<file path="config.mk">
export PLATFORM = sky130hd
export DESIGN_NAME = colour_scan_ctrl
export DESIGN_NICKNAME = d
export VERILOG_FILES = /design/src/rtl/colour_scan_ctrl.sv
export SDC_FILE = /design/constraint.sdc
export NUM_CORES = 1
export LEC_CHECK = 0
export ABC_AREA = 0
export CORE_MARGIN = 2
export CORE_UTILIZATION = 25
export CTS_BUF_LIST = sky130_fd_sc_hd__clkbuf_16
export DETAILED_ROUTE_END_ITERATION = 12
export GPL_ROUTABILITY_DRIVEN = 0
export PLACE_DENSITY = 0.43
export SETUP_SLACK_MARGIN = 0.02
export SYNTH_ARGS = -nofsm -noshare
export SYNTH_HDL_FRONTEND = slang
export SYNTH_SLANG_ARGS = --single-unit
</file>
<file path="constraint.sdc">
create_clock -name clk -period 4.4 [get_ports clk]
set_clock_uncertainty 0.1 [all_clocks]
set_input_delay 0.88 -clock clk [delete_from_list [all_inputs] [get_ports clk]]
set_output_delay 0.88 -clock clk [all_outputs]
set_load 0.05 [all_outputs]
</file>
<file path="src/rtl/colour_scan_ctrl.sv">
// Steps colour_detect through RED, GREEN and BLUE on successive frames, latches each
// frame's pixel count at start of frame and reports the dominant colour after a full scan.
module colour_scan_ctrl #(
   parameter int         MIN_PIXELS     = 2000,
   parameter logic [3:0] THRESH_DEFAULT = 4'd8,
   parameter int         TIMEOUT_CYCLES = 4194304
) (
   input  logic        clk,
   input  logic        resetn,
   input  logic        start,
   input  logic        stop,
   input  logic        continuous,
   input  logic [3:0]  thresh_in,
   input  logic        sop,
   input  logic [16:0] colour_pixels,
   output logic [1:0]  colour_sel,
   output logic [3:0]  upper_thresh,
   output logic        busy,
   output logic        result_valid,
   output logic [1:0]  dominant,
   output logic [16:0] red_count,
   output logic [16:0] green_count,
   output logic [16:0] blue_count,
   output logic        timeout_err
);

   localparam int              TMO_W    = $clog2(TIMEOUT_CYCLES + 1);
   localparam logic [TMO_W-1:0] TMO_LAST = TMO_W'(TIMEOUT_CYCLES - 1);
   localparam logic [16:0]     MIN_CNT  = 17'(MIN_PIXELS);

   typedef enum logic [1:0] {ST_IDLE, ST_ARM, ST_SCAN} state_t;

   state_t            state_q, state_d;
   logic [1:0]        idx_q, idx_d;
   logic [1:0]        colour_sel_q, colour_sel_d;
   logic [3:0]        upper_thresh_q, upper_thresh_d;
   logic              busy_q, busy_d;
   logic              result_valid_q, result_valid_d;
   logic [1:0]        dominant_q, dominant_d;
   logic [16:0]       red_count_q, red_count_d;
   logic [16:0]       green_count_q, green_count_d;
   logic [16:0]       blue_count_q, blue_count_d;
   logic              timeout_err_q, timeout_err_d;
   logic [TMO_W-1:0]  tmo_cnt_q, tmo_cnt_d;

   // A later colour only wins when strictly greater, so ties favour RED, then GREEN.
   function automatic logic [1:0] pick_dominant(input logic [16:0] r,
                                                input logic [16:0] g,
                                                input logic [16:0] b);
      logic [1:0]  win;
      logic [16:0] best;
      win  = 2'd0;
      best = r;
      if (g > best) begin
         win  = 2'd1;
         best = g;
      end
      if (b > best) begin
         win  = 2'd2;
         best = b;
      end
      return (best >= MIN_CNT) ? win : 2'd3;
   endfunction

   always_comb begin
      state_d        = state_q;
      idx_d          = idx_q;
      colour_sel_d   = colour_sel_q;
      upper_thresh_d = upper_thresh_q;
      result_valid_d = 1'b0;
      dominant_d     = dominant_q;
      red_count_d    = red_count_q;
      green_count_d  = green_count_q;
      blue_count_d   = blue_count_q;
      timeout_err_d  = timeout_err_q;
      tmo_cnt_d      = tmo_cnt_q;

      if (stop) begin
         state_d      = ST_IDLE;
         idx_d        = 2'd0;
         colour_sel_d = 2'd0;
         tmo_cnt_d    = '0;
      end else begin
         unique case (state_q)
            ST_IDLE: begin
               if (start) begin
                  state_d        = ST_ARM;
                  upper_thresh_d = thresh_in;
                  colour_sel_d   = 2'd0;
                  timeout_err_d  = 1'b0;
                  idx_d          = 2'd0;
                  tmo_cnt_d      = '0;
               end
            end
            ST_ARM, ST_SCAN: begin
               if (tmo_cnt_q == TMO_LAST) begin
                  state_d       = ST_IDLE;
                  timeout_err_d = 1'b1;
                  colour_sel_d  = 2'd0;
                  idx_d         = 2'd0;
                  tmo_cnt_d     = '0;
               end else if (sop) begin
                  tmo_cnt_d = '0;
                  if (state_q == ST_ARM) begin
                     // The frame in flight when armed is partial, so its count is dropped.
                     state_d      = ST_SCAN;
                     idx_d        = 2'd0;
                     colour_sel_d = 2'd0;
                  end else begin
                     case (idx_q)
                        2'd0:    red_count_d   = colour_pixels;
                        2'd1:    green_count_d = colour_pixels;
                        default: blue_count_d  = colour_pixels;
                     endcase
                     if (idx_q != 2'd2) begin
                        idx_d        = idx_q + 2'd1;
                        colour_sel_d = idx_q + 2'd1;
                     end else begin
                        idx_d          = 2'd0;
                        colour_sel_d   = 2'd0;
                        dominant_d     = pick_dominant(red_count_q, green_count_q, colour_pixels);
                        result_valid_d = 1'b1;
                        state_d        = continuous ? ST_SCAN : ST_IDLE;
                     end
                  end
               end else begin
                  tmo_cnt_d = tmo_cnt_q + TMO_W'(1);
               end
            end
            default: state_d = ST_IDLE;
         endcase
      end

      busy_d = (state_d != ST_IDLE);
   end

   always_ff @(posedge clk) begin
      if (!resetn) begin
         state_q        <= ST_IDLE;
         idx_q          <= 2'd0;
         colour_sel_q   <= 2'd0;
         upper_thresh_q <= THRESH_DEFAULT;
         busy_q         <= 1'b0;
         result_valid_q <= 1'b0;
         dominant_q     <= 2'd3;
         red_count_q    <= '0;
         green_count_q  <= '0;
         blue_count_q   <= '0;
         timeout_err_q  <= 1'b0;
         tmo_cnt_q      <= '0;
      end else begin
         state_q        <= state_d;
         idx_q          <= idx_d;
         colour_sel_q   <= colour_sel_d;
         upper_thresh_q <= upper_thresh_d;
         busy_q         <= busy_d;
         result_valid_q <= result_valid_d;
         dominant_q     <= dominant_d;
         red_count_q    <= red_count_d;
         green_count_q  <= green_count_d;
         blue_count_q   <= blue_count_d;
         timeout_err_q  <= timeout_err_d;
         tmo_cnt_q      <= tmo_cnt_d;
      end
   end

   assign colour_sel   = colour_sel_q;
   assign upper_thresh = upper_thresh_q;
   assign busy         = busy_q;
   assign result_valid = result_valid_q;
   assign dominant     = dominant_q;
   assign red_count    = red_count_q;
   assign green_count  = green_count_q;
   assign blue_count   = blue_count_q;
   assign timeout_err  = timeout_err_q;

endmodule

</file>
* After elaboration in Yosys (flattened, before gate mapping)
Cells that the tools add are included.
Operators by class: equality and inequality tests 8, bitwise logic cells 8, add/subtract/negate cells 2, magnitude comparators 3, multiplexer cells 39, reduce and logical (&&, ||, !) cells 16
Operators with widths (number):
- two-way mux 17 bit | 14
- two-way mux 23 bit | 3
- one-hot mux 23 bit (2 select lines) | 1
- greater-than comparator 17 bit | 2
- two-way mux 2 bit | 14
- AND reduction 6 bit | 4
- adder 23 x 1 -> 23 bit (second input constant) | 1
- equality test 23 x 22 -> 1 bit (second input constant) | 1
- >= comparator 17 x 11 -> 1 bit (second input constant) | 1
- inverter 1 bit | 8
- one-hot mux 2 bit (2 select lines) | 2
- != test 2 bit (second input constant) | 3
- AND reduction 3 bit | 2
- OR reduction 2 bit | 3
- OR reduction 6 bit | 1
- equality test 2 x 1 -> 1 bit (second input constant) | 2
- zero test 2 bit | 2
- two-way mux 1 bit | 4
- AND reduction 4 bit | 1
- nonzero test 2 bit | 2
- != test 3 bit (second input constant) | 1
- adder 2 x 1 -> 2 bit (second input constant) | 1
- equality test 2 bit (second input constant) | 1
- one-hot mux 1 bit (2 select lines) | 1
- AND reduction 2 bit | 1
Storage, ports and cells: input bits 27, register bits after elaboration 87, output and inout bits 62, logic and storage cells 87

* Depth between registers and ports, before layout
depth after elaboration 18, mapped depth 19, gate-level depth less buffers 18

* Worst setup path after synthesis
OpenSTA, ideal clock, no wires.
path type reg-to-reg, start register red_count_q[15] (netlist: red_count[15]), end register dominant_q[1] (netlist: dominant[1]), buffers on the path 1, stages on the path, launching flop included 19, slack 0.098 ns, clock period less this slack 4.302 ns, arrival 4.069 ns, data required time 4.167 ns, setup time 0.133 ns, cell sequence dfxtp_1 -> inv_1 -> ha_1 -> a21oi_1 -> nand2_1 -> a221oi_1 -> nand3_1 -> nand2_1 -> clkbuf_1 -> mux2i_1 -> ha_1 -> and3_1 -> o21ai_0 -> a31oi_1 -> nor3_1 -> o21a_1 -> mux2_2 -> nand2_1 -> a31oi_1
Between the ends: word-level cells in the longest chain between the ends 18
RTL lines:
- start, declared | RTL line 40 | logic [16:0] red_count_q, red_count_d;
- start signal, assigned | RTL line 159 | red_count_q <= red_count_d;
- greater-than comparator 17 bit | RTL line 54 | if (g > best) begin
- two-way mux 17 bit (*) | RTL line 54
- two-way mux 17 bit (*) | RTL line 115 | if (idx_q != 2'd2) begin
- two-way mux 17 bit (*) | RTL line 104 | if (state_q == ST_ARM) begin
- two-way mux 17 bit (*) | RTL line 102 | end else if (sop) begin
- two-way mux 17 bit (*) | RTL line 96 | if (tmo_cnt_q == TMO_LAST) begin
- two-way mux 17 bit (*) | RTL line 84 | unique case (state_q)
- two-way mux 17 bit (*) | RTL line 78 | if (stop) begin
- [... 2 more ...]
- two-way mux 17 bit | RTL line 115
- two-way mux 17 bit | RTL line 104
- two-way mux 17 bit | RTL line 102
- two-way mux 17 bit | RTL line 96
- two-way mux 17 bit | RTL line 84
- two-way mux 17 bit | RTL line 78
- >= comparator 17 x 11 -> 1 bit | RTL line 62 | return (best >= MIN_CNT) ? win : 2'd3;
- two-way mux 2 bit (*) | RTL line 62
- end signal, assigned | RTL line 158 | dominant_q <= dominant_d;
- end, declared | RTL line 39 | logic [1:0] dominant_q, dominant_d;
Mark *: on every way between the ends. The rest lies on a longest branch, timed or not. The select of a mux whose other input is x is not followed. A chain may end at the register's enable or synchronous reset.

* Worst setup path after layout
start register red_count_q[8] (netlist: red_count[8]), end register dominant_q[1] (netlist: dominant[1])
The elaborated chain is that of the path after synthesis.

==> flow_summary.ini <==
[status]
outcome = finished, final reports clean

[cells_and_area]
nets = 660
nFillCells = 1932
drive_above_1_share_pct = 6.00
fin_util_pct = 32.9
area_delta_synth_final_pct = 30.0
diodes = 0

[synth]
netlist_instances = 508
synth_top_family_by_area = simple AND/OR/NAND/NOR gates
synth_xor_area_share_pct = 3.53
avgSynthCellArea_um2 = 9.29
yosys.area_share.simple_pct = 22.6
netlist_area_mm2 = 0.00472
synth_compound_area_share_pct = 7.74
synth_top_area_share_pct = 36.9
ys_async_sr_fraction_pct = 0
synth.distinct_cells = 51
synth_area_leaders = dfxtp_1 37%, mux2i_1 15%, ha_1 10%, nor2b_1 7.0%, nor2_1 3.4%
seq_area_frac_synth_pct = 36.9
synth_seq_cells = 87
synthTopCellsByCount = 87 x dfxtp_1, 70 x mux2i_1, 53 x nor2b_1, 43 x nor2_1, 38 x ha_1
synth_most_common_cell = dfxtp_1
synthMuxAreaShare_pct = 15.1
synth_edf_count = 0
synth_largest_area_cell = dfxtp_1
synth_fa_ha_area_share_pct = 10.1
synth_ff_type = dfxtp_1
syn_nets = 573
synth_warnings = 0

[clocking]
insertion_delay_ns = 0.34
ctsResizeCount = 0
h-tree-depth = 3
clock_path_buffers = 2
root_buffer = clkbuf_16
cts_buffers = 9
post_cts_buffers = 0
cts_sinks = 87
cts_tree = done
holdBufCountCts = 0
clkSlewWorstSetupHoldPaths_ns = 0.06

[die]
die_y_um = 141
rows = 50
core_area_mm2 = 0.0186
io_pins = 89
die_area_mm2 = 0.0200
start_util_pct = 25.3
dieWidth_um = 141

[route]
ant_nets = 0
dr.pass1.iters = 4
vias = 3845
drc = 0
vias_per_cell = 4.61
drtIter0Drc = 160
wl_per_cell_um = 16.1
routed_wl_um = 13400

[min_path]
whs_path_depth = 2
hold_end = tmo_cnt_q[1]
hold_path.class = reg2reg
hold_start = tmo_cnt_q[1]

[global_routing]
grt_use_total_pct = 13.8
grt.overflow.total = 0
grt_pass1_wl_um = 21500
grt_max_degree = 59
grt_antenna_before_repair = 0
grt_pass1_vias = 3974

[worst_setup_path]
path_class = reg2reg
r2r-start = red_count[8]
r2r_cells = 18
endpoint_kind = flip-flop
worst_ep_required_time_ns = 4.51
critical_path.max_fanout = 10
rrSetupSlack_ns = 0.58
rr_endpoint = dominant[1]
cp-start-kind = flip-flop
arrival_ns = 3.93

[sta]
grt_setup_unrepaired = false
hold_violations = 0
period_minus_slack_ns = 3.82
setup_tns_ns = 0
fmax_mhz = 261
relSlewSlack_pct = 51.3
setup_viol = 0
tightest_slew_ns = 0.731
slew_viol_final = 0
period_share_pct = 86.9

[pwr]
seq_power_share_pct = 46.4
switching_power_mw = 0.415
p_per_area_mw_per_mm2 = 280
peakVddDrop_v = 0.000143
p_comb_share_pct = 10.7
power.leakage_nw = 2.16
switching_share_pct = 24.1
p_clk_share_pct = 42.9
power.internal_mw = 1.30

[placement]
port_buffers = 88
hpwl_um = 9870

[flow_run]
cap_viol_max_count = 0
==> power by group through the flow <==
| stage | registers (mW) | clock network (mW) | logic (mW) |
|---|---|---|---|
| 3_3_place_gp | 0.816 | 0 | 0.182 |
| 4_1_cts | 0.798 | 0.768 | 0.186 |
| 6_report | 0.798 | 0.738 | 0.184 |
| 3_5_place_dp | 0.816 | 0 | 0.185 |
| 5_1_grt | 0.798 | 0.804 | 0.200 |
| 2_1_floorplan | 0.830 | 0 | 0.0925 |
==> state kept, by name, indices dropped and copies added (netlist names) <==
name and cells:
tmo_cnt_q 23, green_count 17, upper_thresh 4, result_valid 1, state_q 2, red_count 17
dominant 2, busy 1, blue_count 17, colour_sel 2, timeout_err 1
==> final cells by class <==
class	instances	area, µm²	share of cell area [%]
multi-input combinational	380	2810	45.7
clock inverter	7	57.6	0.938
tap	234	293	4.77
clock buffer	9	225	3.67
timing repair buffer	94	926	15.1
inverter	23	86.3	1.41
sequential	87	1740	28.4
==> critical path, stage by stage, from the launching register on <==
cell and delay, ns:
dfxtp_1 0.40, inv_1 0.08, ha_1 0.33, a21oi_1 0.13, o21ai_0 0.10, a221oi_1 0.27, nand3_1 0.17, nand2_1 0.12
buf_4 0.21, mux2i_1 0.21, ha_1 0.26, and3_1 0.20, o21ai_0 0.07, a31oi_1 0.15, nor3_1 0.19, o21a_1 0.19
mux2_2 0.35, nand2_1 0.07, a31oi_1 0.07
==> worst max-delay path by stage <==
stage               cells past startpoint           to  slack [ns]     startpoint
detailed placement                     18  dominant[1]        0.63   red_count[8]
global route                           18  dominant[1]        0.26   red_count[6]
finish                                 18  dominant[1]        0.58   red_count[8]
global placement                       18  dominant[1]        0.72   red_count[6]
floorplan                              18  dominant[1]         0.1  red_count[15]
CTS                                    18  dominant[1]        0.60   red_count[8]
==> kinds of logic (layout without fill, tap and decap cells) <==
logic type | Yosys count | count (layout)
AO/OA/AOI/OAI | 60 | 60
XOR/XNOR | 19 | 19
adder cells (fa/ha/maj) | 38 | 38
buffers and inverters | 41 | 133
flip-flops | 87 | 87
multiplexers | 71 | 71
AND/OR/NAND/NOR | 192 | 192
==> layout by cell type (no fill, tap or decap), drive strengths merged, types with 2 or more instances in the layout <==
cell           instances
a21boi                 3
a21o                   3
a21oi                 18
a31oi                  2
and3                   5
and4                   4
buf                    6
clkbuf                 9
clkdlybuf4s50         88
clkinv                 2
dfxtp                 87
ha                    38
inv                   26
mux2i                 70
nand2                 27
nand2b                 3
nand3                 14
nand3b                 5
nand4                 13
nor2                  43
nor2b                 53
nor3                  10
o21a                   2
o21ai                 24
or2                    4
or3                    2
or4                    2
xnor2                  7
xor2                  12
==> through the flow <==
step                hold slack [ns]  total power [mW]  cell area (µm²)  setup slack [ns]  cells
floorplan                     0.345             0.923             4720            0.0982    508
global placement              0.364             0.998             5850             0.719    818
detailed placement            0.365              1.00             5850             0.627    818
CTS                           0.378              1.75             6140             0.602    834
global route                  0.400              1.80             6140             0.257    834
finish                        0.377              1.72             6140             0.576    834
==> routing by layer <==
metal | vias to the layer above | track usage [%] | share of wire (%)
met3 | 8 | 2.97 | 3.1
li1 | 1947 | - | -
met5 | - | 0 | 0
met2 | 55 | 23.0 | 46
met4 | 0 | 4.21 | 1.4
met1 | 1835 | 17.8 | 50
Note: power is estimated with default switching activity, not from simulation.
